==> src/rtl/rvh_l1d_req_dec_arb.sv <==
// L1D request front end: arbitrates load, store/atomic and PTW channels, decodes
// the winner and queues it in a small FIFO toward the L1D pipeline.

package rrv64_l1d_pkg;

  localparam int LDU_OP_WIDTH = 3;
  localparam int STU_OP_WIDTH = 5;

  typedef enum logic [LDU_OP_WIDTH-1:0] {
    LDU_LB, LDU_LH, LDU_LW, LDU_LD, LDU_LBU, LDU_LHU, LDU_LWU
  } ldu_op_t;

  typedef enum logic [STU_OP_WIDTH-1:0] {
    STU_SB, STU_SH, STU_SW, STU_SD,
    STU_LRW, STU_LRD, STU_SCW, STU_SCD,
    STU_AMOSWAPW, STU_AMOADDW, STU_AMOANDW, STU_AMOORW, STU_AMOXORW,
    STU_AMOMAXW, STU_AMOMAXUW, STU_AMOMINW, STU_AMOMINUW,
    STU_AMOSWAPD, STU_AMOADDD, STU_AMOANDD, STU_AMOORD, STU_AMOXORD,
    STU_AMOMAXD, STU_AMOMAXUD, STU_AMOMIND, STU_AMOMINUD
  } stu_op_t;

  typedef enum logic [3:0] {
    AMOSWAP, AMOADD, AMOAND, AMOOR, AMOXOR, AMOMAX, AMOMIN
  } amo_type_t;

  typedef struct packed {
    logic      is_ld;
    logic      is_st;
    logic      is_lr;
    logic      is_sc;
    logic      is_amo;
    logic      is_ptw_ld;
    logic      op_b;
    logic      op_hw;
    logic      op_w;
    logic      op_dw;
    logic      ld_u;
    logic      amo_u;
    amo_type_t amo_type;
  } rrv64_l1d_req_type_dec_t;

endpackage

module rvh_l1d_req_dec_arb
  import rrv64_l1d_pkg::*;
#(
  parameter int N_LD  = 2,
  parameter int N_ST  = 1,
  parameter int TAG_W = 8,
  parameter int DEPTH = 2,
  parameter int SRC_W = $clog2(N_LD + N_ST + 1)
) (
  input  logic                                     clk,
  input  logic                                     rst,
  input  logic [N_LD-1:0]                          ld_vld_i,
  input  logic [N_LD*LDU_OP_WIDTH-1:0]             ld_opcode_i,
  input  logic [N_LD*TAG_W-1:0]                    ld_tag_i,
  output logic [N_LD-1:0]                          ld_rdy_o,
  input  logic [N_ST-1:0]                          st_vld_i,
  input  logic [N_ST*STU_OP_WIDTH-1:0]             st_opcode_i,
  input  logic [N_ST*TAG_W-1:0]                    st_tag_i,
  output logic [N_ST-1:0]                          st_rdy_o,
  input  logic                                     ptw_vld_i,
  input  logic [TAG_W-1:0]                         ptw_tag_i,
  output logic                                     ptw_rdy_o,
  output logic                                     out_vld_o,
  input  logic                                     out_rdy_i,
  output logic [$bits(rrv64_l1d_req_type_dec_t)-1:0] out_dec_o,
  output logic [SRC_W-1:0]                         out_src_o,
  output logic [TAG_W-1:0]                         out_tag_o,
  output logic                                     illegal_vld_o,
  output logic [SRC_W-1:0]                         illegal_src_o,
  output logic [15:0]                              illegal_cnt_o
);

  localparam int N_RR  = N_LD + N_ST;
  localparam int RR_W  = (N_RR > 1) ? $clog2(N_RR) : 1;
  localparam int PTR_W = (DEPTH > 1) ? $clog2(DEPTH) : 1;
  localparam int CNT_W = $clog2(DEPTH + 1);

  typedef struct packed {
    rrv64_l1d_req_type_dec_t dec;
    logic [SRC_W-1:0]        src;
    logic [TAG_W-1:0]        tag;
  } entry_t;

  function automatic rrv64_l1d_req_type_dec_t dec_ld(input logic [LDU_OP_WIDTH-1:0] op);
    rrv64_l1d_req_type_dec_t d;
    d = '0;
    case (op)
      LDU_LB:  begin d.is_ld = 1'b1; d.op_b  = 1'b1; end
      LDU_LH:  begin d.is_ld = 1'b1; d.op_hw = 1'b1; end
      LDU_LW:  begin d.is_ld = 1'b1; d.op_w  = 1'b1; end
      LDU_LD:  begin d.is_ld = 1'b1; d.op_dw = 1'b1; end
      LDU_LBU: begin d.is_ld = 1'b1; d.op_b  = 1'b1; d.ld_u = 1'b1; end
      LDU_LHU: begin d.is_ld = 1'b1; d.op_hw = 1'b1; d.ld_u = 1'b1; end
      LDU_LWU: begin d.is_ld = 1'b1; d.op_w  = 1'b1; d.ld_u = 1'b1; end
      default: ;
    endcase
    return d;
  endfunction

  function automatic rrv64_l1d_req_type_dec_t dec_st(input logic [STU_OP_WIDTH-1:0] op);
    rrv64_l1d_req_type_dec_t d;
    d = '0;
    case (op)
      STU_SB:  begin d.is_st = 1'b1; d.op_b  = 1'b1; end
      STU_SH:  begin d.is_st = 1'b1; d.op_hw = 1'b1; end
      STU_SW:  begin d.is_st = 1'b1; d.op_w  = 1'b1; end
      STU_SD:  begin d.is_st = 1'b1; d.op_dw = 1'b1; end
      STU_LRW: begin d.is_lr = 1'b1; d.op_w  = 1'b1; end
      STU_LRD: begin d.is_lr = 1'b1; d.op_dw = 1'b1; end
      STU_SCW: begin d.is_sc = 1'b1; d.op_w  = 1'b1; end
      STU_SCD: begin d.is_sc = 1'b1; d.op_dw = 1'b1; end
      STU_AMOSWAPW, STU_AMOSWAPD: begin d.is_amo = 1'b1; d.amo_type = AMOSWAP; end
      STU_AMOADDW,  STU_AMOADDD:  begin d.is_amo = 1'b1; d.amo_type = AMOADD;  end
      STU_AMOANDW,  STU_AMOANDD:  begin d.is_amo = 1'b1; d.amo_type = AMOAND;  end
      STU_AMOORW,   STU_AMOORD:   begin d.is_amo = 1'b1; d.amo_type = AMOOR;   end
      STU_AMOXORW,  STU_AMOXORD:  begin d.is_amo = 1'b1; d.amo_type = AMOXOR;  end
      STU_AMOMAXW,  STU_AMOMAXD:  begin d.is_amo = 1'b1; d.amo_type = AMOMAX;  end
      STU_AMOMAXUW, STU_AMOMAXUD: begin d.is_amo = 1'b1; d.amo_type = AMOMAX; d.amo_u = 1'b1; end
      STU_AMOMINW,  STU_AMOMIND:  begin d.is_amo = 1'b1; d.amo_type = AMOMIN;  end
      STU_AMOMINUW, STU_AMOMINUD: begin d.is_amo = 1'b1; d.amo_type = AMOMIN; d.amo_u = 1'b1; end
      default: ;
    endcase
    // Doubleword AMOs occupy the upper half of the AMO opcode range.
    if (d.is_amo) begin
      d.op_dw = (op >= STU_AMOSWAPD);
      d.op_w  = ~d.op_dw;
    end
    return d;
  endfunction

  function automatic logic [PTR_W-1:0] ptr_inc(input logic [PTR_W-1:0] p);
    return (p == PTR_W'(DEPTH - 1)) ? '0 : p + 1'b1;
  endfunction

  logic [N_RR-1:0]         rr_req;
  logic [RR_W-1:0]         rr_ptr_q, rr_ptr_d;
  logic [RR_W-1:0]         grant_id;
  logic                    grant_rr, grant_ptw;
  int                      rr_idx;
  logic                    space, xfer, legal, enq, deq, illegal;
  rrv64_l1d_req_type_dec_t sel_dec;
  logic [SRC_W-1:0]        sel_src;
  logic [TAG_W-1:0]        sel_tag;

  entry_t                  mem_q [DEPTH];
  entry_t                  mem_d [DEPTH];
  entry_t                  head;
  logic [PTR_W-1:0]        wr_ptr_q, wr_ptr_d, rd_ptr_q, rd_ptr_d;
  logic [CNT_W-1:0]        cnt_q, cnt_d;

  logic                    illegal_vld_q, illegal_vld_d;
  logic [SRC_W-1:0]        illegal_src_q, illegal_src_d;
  logic [15:0]             illegal_cnt_q, illegal_cnt_d;

  assign rr_req = {st_vld_i, ld_vld_i};
  assign deq    = out_vld_o & out_rdy_i;
  assign space  = (cnt_q < CNT_W'(DEPTH)) | deq;

  always_comb begin
    grant_ptw = 1'b0;
    grant_rr  = 1'b0;
    grant_id  = '0;
    rr_idx    = 0;
    if (!rst && space) begin
      if (ptw_vld_i) begin
        grant_ptw = 1'b1;
      end else begin
        for (int i = 0; i < N_RR; i++) begin
          rr_idx = int'(rr_ptr_q) + i;
          if (rr_idx >= N_RR) rr_idx = rr_idx - N_RR;
          if (!grant_rr && rr_req[RR_W'(rr_idx)]) begin
            grant_rr = 1'b1;
            grant_id = RR_W'(rr_idx);
          end
        end
      end
    end
  end

  always_comb begin
    ld_rdy_o  = '0;
    st_rdy_o  = '0;
    ptw_rdy_o = grant_ptw;
    for (int i = 0; i < N_LD; i++) ld_rdy_o[i] = grant_rr && (grant_id == RR_W'(i));
    for (int j = 0; j < N_ST; j++) st_rdy_o[j] = grant_rr && (grant_id == RR_W'(N_LD + j));
  end

  // Only the winning channel's opcode and tag reach the decoder.
  always_comb begin
    sel_dec = '0;
    sel_src = '0;
    sel_tag = '0;
    if (grant_ptw) begin
      sel_dec.is_ptw_ld = 1'b1;
      sel_dec.op_dw     = 1'b1;
      sel_src           = SRC_W'(N_RR);
      sel_tag           = ptw_tag_i;
    end else if (grant_rr) begin
      sel_src = SRC_W'(grant_id);
      for (int i = 0; i < N_LD; i++) begin
        if (grant_id == RR_W'(i)) begin
          sel_dec = dec_ld(ld_opcode_i[i*LDU_OP_WIDTH +: LDU_OP_WIDTH]);
          sel_tag = ld_tag_i[i*TAG_W +: TAG_W];
        end
      end
      for (int j = 0; j < N_ST; j++) begin
        if (grant_id == RR_W'(N_LD + j)) begin
          sel_dec = dec_st(st_opcode_i[j*STU_OP_WIDTH +: STU_OP_WIDTH]);
          sel_tag = st_tag_i[j*TAG_W +: TAG_W];
        end
      end
    end
  end

  assign xfer    = grant_ptw | grant_rr;
  assign legal   = sel_dec.is_ld | sel_dec.is_st | sel_dec.is_lr |
                   sel_dec.is_sc | sel_dec.is_amo | sel_dec.is_ptw_ld;
  assign enq     = xfer & legal;
  assign illegal = xfer & ~legal;

  always_comb begin
    mem_d    = mem_q;
    wr_ptr_d = wr_ptr_q;
    rd_ptr_d = rd_ptr_q;
    cnt_d    = cnt_q + CNT_W'(enq) - CNT_W'(deq);
    rr_ptr_d = rr_ptr_q;
    if (enq) begin
      mem_d[wr_ptr_q] = '{dec: sel_dec, src: sel_src, tag: sel_tag};
      wr_ptr_d        = ptr_inc(wr_ptr_q);
    end
    if (deq) rd_ptr_d = ptr_inc(rd_ptr_q);
    // Illegal requests still count as a transfer and advance the pointer.
    if (grant_rr) rr_ptr_d = (grant_id == RR_W'(N_RR - 1)) ? '0 : grant_id + 1'b1;
  end

  always_comb begin
    illegal_vld_d = illegal;
    illegal_src_d = illegal ? sel_src : illegal_src_q;
    illegal_cnt_d = illegal_cnt_q;
    if (illegal && (illegal_cnt_q != 16'hFFFF)) illegal_cnt_d = illegal_cnt_q + 16'd1;
  end

  always_ff @(posedge clk) begin
    if (rst) begin
      for (int i = 0; i < DEPTH; i++) mem_q[i] <= '0;
      wr_ptr_q      <= '0;
      rd_ptr_q      <= '0;
      cnt_q         <= '0;
      rr_ptr_q      <= '0;
      illegal_vld_q <= 1'b0;
      illegal_src_q <= '0;
      illegal_cnt_q <= '0;
    end else begin
      mem_q         <= mem_d;
      wr_ptr_q      <= wr_ptr_d;
      rd_ptr_q      <= rd_ptr_d;
      cnt_q         <= cnt_d;
      rr_ptr_q      <= rr_ptr_d;
      illegal_vld_q <= illegal_vld_d;
      illegal_src_q <= illegal_src_d;
      illegal_cnt_q <= illegal_cnt_d;
    end
  end

  assign head          = mem_q[rd_ptr_q];
  assign out_vld_o     = (cnt_q != '0);
  assign out_dec_o     = out_vld_o ? head.dec : '0;
  assign out_src_o     = out_vld_o ? head.src : '0;
  assign out_tag_o     = out_vld_o ? head.tag : '0;
  assign illegal_vld_o = illegal_vld_q;
  assign illegal_src_o = illegal_src_q;
  assign illegal_cnt_o = illegal_cnt_q;

endmodule

==> config.mk <==
export PLATFORM = sky130hd
export DESIGN_NAME = rvh_l1d_req_dec_arb
export DESIGN_NICKNAME = d
export VERILOG_FILES = /design/src/rtl/rvh_l1d_req_dec_arb.sv
export SDC_FILE = /design/constraint.sdc
export NUM_CORES = 1
export LEC_CHECK = 0
export CORE_ASPECT_RATIO = 1.1
export CORE_MARGIN = 3
export CORE_UTILIZATION = 45
export CTS_BUF_LIST = sky130_fd_sc_hd__clkbuf_4
export CTS_CLUSTER_SIZE = 12
export DETAILED_ROUTE_END_ITERATION = 8
export GPL_TIMING_DRIVEN = 0
export PLACE_DENSITY = 0.77
export SETUP_SLACK_MARGIN = 0.05
export SKIP_LAST_GASP = 1
export SYNTH_ARGS = -nofsm -noshare
export SYNTH_HDL_FRONTEND = slang
export SYNTH_SLANG_ARGS = --single-unit
==> constraint.sdc <==
create_clock -name clk -period 3 [get_ports clk]
set_clock_uncertainty 0.05 [all_clocks]
set_input_delay 0.6 -clock clk [delete_from_list [all_inputs] [get_ports clk]]
set_output_delay 0.6 -clock clk [all_outputs]
set_load 0.01 [all_outputs]
==> results of run 1 <==
## metrics by stage
stage          power [mW]   util
2_1_floorplan        1.72      -
3_3_place_gp         2.04  0.598
3_5_place_dp         2.07  0.598
4_1_cts              2.86  0.645
5_1_grt              3.09  0.669
6_report             2.98  0.669
## what timing repair did
action,4_1_cts,5_1_grt
setup endpoints to repair,87,53
cloned,0,0
buffers inserted,12,15
gates resized for setup,65,32
pin swaps,17,20
## sequential cells by signal, summed over array words and instances (netlist names)
signal         count
wr_ptr_q           1
rr_ptr_q           2
illegal_vld_o      1
cnt_q              2
rd_ptr_q           1
illegal_src_o      2
mem_q             50
illegal_cnt_o     16
## cell usage in the layout, fill, tap and decap left out, drive strengths merged, types with 3 or more instances in the layout
master and instances:
o21ai 19, nor3 6, dfxtp 75, nor2b 23, mux2i 59, a21boi 7
a21oi 23, a222oi 5, nand2 53, mux2 14, o211a 4, a221oi 4
nor4 5, or4 15, buf 35, nor2 48, nand3 13, nand2b 3
clkbuf 36, inv 15, o31ai 17, nor3b 3, a22o 3, and2 3
dlygate4sd2 4, a22oi 4, clkdlybuf4s50 90, and3 6, ha 5, nand4 4
## cell families after synthesis
logic type / Yosys count / share of synthesized area
AND/OR/NAND/NOR: 194 / 0.232
AO/OA/AOI/OAI: 103 / 0.167
flip-flops: 75 / 0.351
multiplexers: 73 / 0.175
buffers and inverters: 48 / 0.0503
adder cells (fa/ha/maj): 5 / 0.0146
XOR/XNOR: 4 / 0.00820
other: 1 / 0.000877
## Yosys cell counts, types with 2 or more instances
cell / count
a21boi_0: 6
a21oi_1: 22
a221oi_1: 4
a222oi_1: 5
a22o_1: 3
a22oi_1: 4
a31o_1: 2
and2_1: 3
and3_1: 5
and4_1: 2
buf_2: 4
buf_4: 4
buf_6: 2
clkbuf_1: 24
dfxtp_1: 75
ha_1: 5
inv_1: 13
mux2_1: 13
mux2i_1: 59
nand2_1: 53
nand2b_1: 3
nand3_1: 13
nand3b_1: 2
nand4_1: 4
nor2_1: 48
nor2b_1: 23
nor3_1: 5
nor3b_1: 3
nor4_1: 5
o2111ai_1: 2
o211a_1: 4
o21a_1: 2
o21ai_0: 18
o22ai_1: 2
o31ai_1: 17
o32ai_1: 2
or4_1: 13
or4_4: 2
xnor2_1: 2
xor2_1: 2
## layer usage
metal,vias up,global-route usage
li1,2100,-
met4,0,0.0976
met5,-,0
met3,51,0.0452
met1,2159,0.302
met2,207,0.425
## critical path, stage by stage
cell and delay [ns]:
dlygate4sd2_1 0.36, nor2_1 0.11, o211a_4 0.27, or4_4 0.55, buf_6 0.14, or4_4 0.56, buf_6 0.16, buf_4 0.15
o31ai_1 0.31, a21oi_2 0.10
## cell type report
class,instances,share of cell area
repair buffers,125,0.195
clock buffers,9,0.0112
multi-input cells,380,0.462
clock inverters,7,0.0163
well taps,114,0.0236
flip-flops and latches,75,0.249
plain buffers,33,0.0351
inverters,13,0.00847
## worst max path at each step
stage,start,endpoint
floorplan,rr_ptr_q[1],cnt_q[1]
global placement,ld_vld_i[0],ld_rdy_o[0]
detailed placement,ld_vld_i[0],ld_rdy_o[0]
CTS,ld_vld_i[0],st_rdy_o
global route,ld_vld_i[1],illegal_cnt_o[14]
finish,ld_vld_i[1],illegal_cnt_o[14]
## where the power goes
part           total [mW]  leakage, nW  internal [mW]  switching [mW]
logic                1.09         1.67          0.496           0.597
clock network       0.746       0.0869          0.343           0.403
registers            1.14        0.610           1.07          0.0720
==> results.md, run 1 <==
* Final Hold Viols at 0
* Post-synthesis average cell area at 8.50 um2
* Primary FF master, synth: dfxtp_1
* Routability cong. at 0.911
* Status: complete, but fails checks
* Die area at 10700 um2
* Worst r2r src: rr_ptr_q[1]
* Ys Warns at 0
* Distinct cells, synth at 63
* Fraction of layout cells with a size suffix above 1 at 0.170
* Cts hold-fix bufs at 0
* First-pass DRT Iterations at 5
* Cell count after synthesis at 503
* H-tree levels at 3
* Worst slack, placed at -1.18 ns
* Tcrit/Tclk final at 1.01
* First-iteration detailed-routing DRC count at 424
* Multi-input gate area at 2790 um2
* CORE AREA at 9050 um2
* Async SR Flop Fraction at 0
* Worst slew margin at 0.591
* Die width at 98.9 um
* Number of synthesized register bits at 75
* Critical Path Start Type: primary input
* Mapped Nets at 558
* Placed Instances at 715
* Clk Tree Root Cell: clkbuf_4
* VDD IR-drop max at 0.242 mV
* Critical Path Sink Type: flip-flop
* Initial antenna violation count at 0
* Fin cells at 756
* Post-DR vias/cell at 5.97
* Req. time, crit path at 3.27 ns
* Initial Util at 0.472
* All-layer global routing usage at 0.246
* Largest net degree at the start of global routing at 15
* Critical path class: primary input to flip-flop
* Register area share after synthesis at 0.351
* Die H at 108 um
* MaxCap Viol Count at 0
* Area added between synthesis and finish at 41.6%
* Ports at 100
* Port bufs at 98
* Achievable frequency at 329 MHz
* Highest routed layer: met4
* Average wire per standard cell at 18.7 um
* Hold depth at 2
* Antenna cells at 0
* Final setup fails at 3
* DP HPWL at 9670 um
* Setup TNS at -0.0758 ns
* Clock slew at reported path FFs at 0.14 ns
* Hold Path Sink: mem_q[36]
* Area after DPL at 5420 um2
* Unrepaired setup endpoints after global routing: true
* HP Class: flip-flop to flip-flop
* DR vias at 4517
* Max-slew violation count at 0
* Worst flop-to-flop path endpoint: illegal_cnt_o[14]
* P_leak at 2.37 nW
* CTS Buffer Depth at 2
* Critical path data arrival time at 3.31 ns
* Drt drc at 0
* Fin nets at 692
* Metal2 WL at 6930 um
* Post-synth EDFFs at 0
* Final min period at 3.04 ns
* CTS tree: yes
* Met3 routed WL at 868 um
* Synth top area cells: dfxtp_1 (35%), mux2i_1 (14%), nand2_1 (4.7%), nor2_1 (4.2%), mux2_1 (3.4%)
* Vias in the first global route at 4333
* Worst-Margin Slew at 0.614 ns
* Worst hold slack at 0.418 ns
* Worst-Skew Late Latency at 0.44 ns
* CTS Buf Count at 9
* Row count at 36
* Total Wirelength at 14200 um
* Hold_sp: mem_q[36]
* Final WS setup at -0.0369 ns
* Area leader, netlist: dfxtp_1
* Critical path peak fanout at 7
* Failing checks: setup timing
* GRT Residual Overflow at 0
* Wire length of the first global-routing pass at 21200 um
* Fill cells at 741
* Setup slack on the worst flop-to-flop path at -0.03 ns
* Routed length on met1 at 5740 um
* Top-area cell type share of the netlist area at 0.351
* Clk sinks at 75
* Cell Area, Synth at 4280 um2
* Sequential cell area at 1510 um2
* Pwr dens at 493 nW/um2
* Worst reg-to-reg path cell count at 10
* Detail Route Antenna Nets at 0
* Final instance area at 6050 um2
No activity file was read; power rests on OpenSTA's default activity.
==> inputs of run 2 (changes only) <==
--- a/config.mk
+++ b/config.mk
@@ -12,6 +12,7 @@
 export CTS_CLUSTER_SIZE = 12
 export DETAILED_ROUTE_END_ITERATION = 8
 export GPL_TIMING_DRIVEN = 0
+export HOLD_SLACK_MARGIN = 0.1
 export PLACE_DENSITY = 0.77
 export SETUP_SLACK_MARGIN = 0.05
 export SKIP_LAST_GASP = 1
==> results of run 2 <==
Final layout, timing and power as in run 1 (identical DEF).
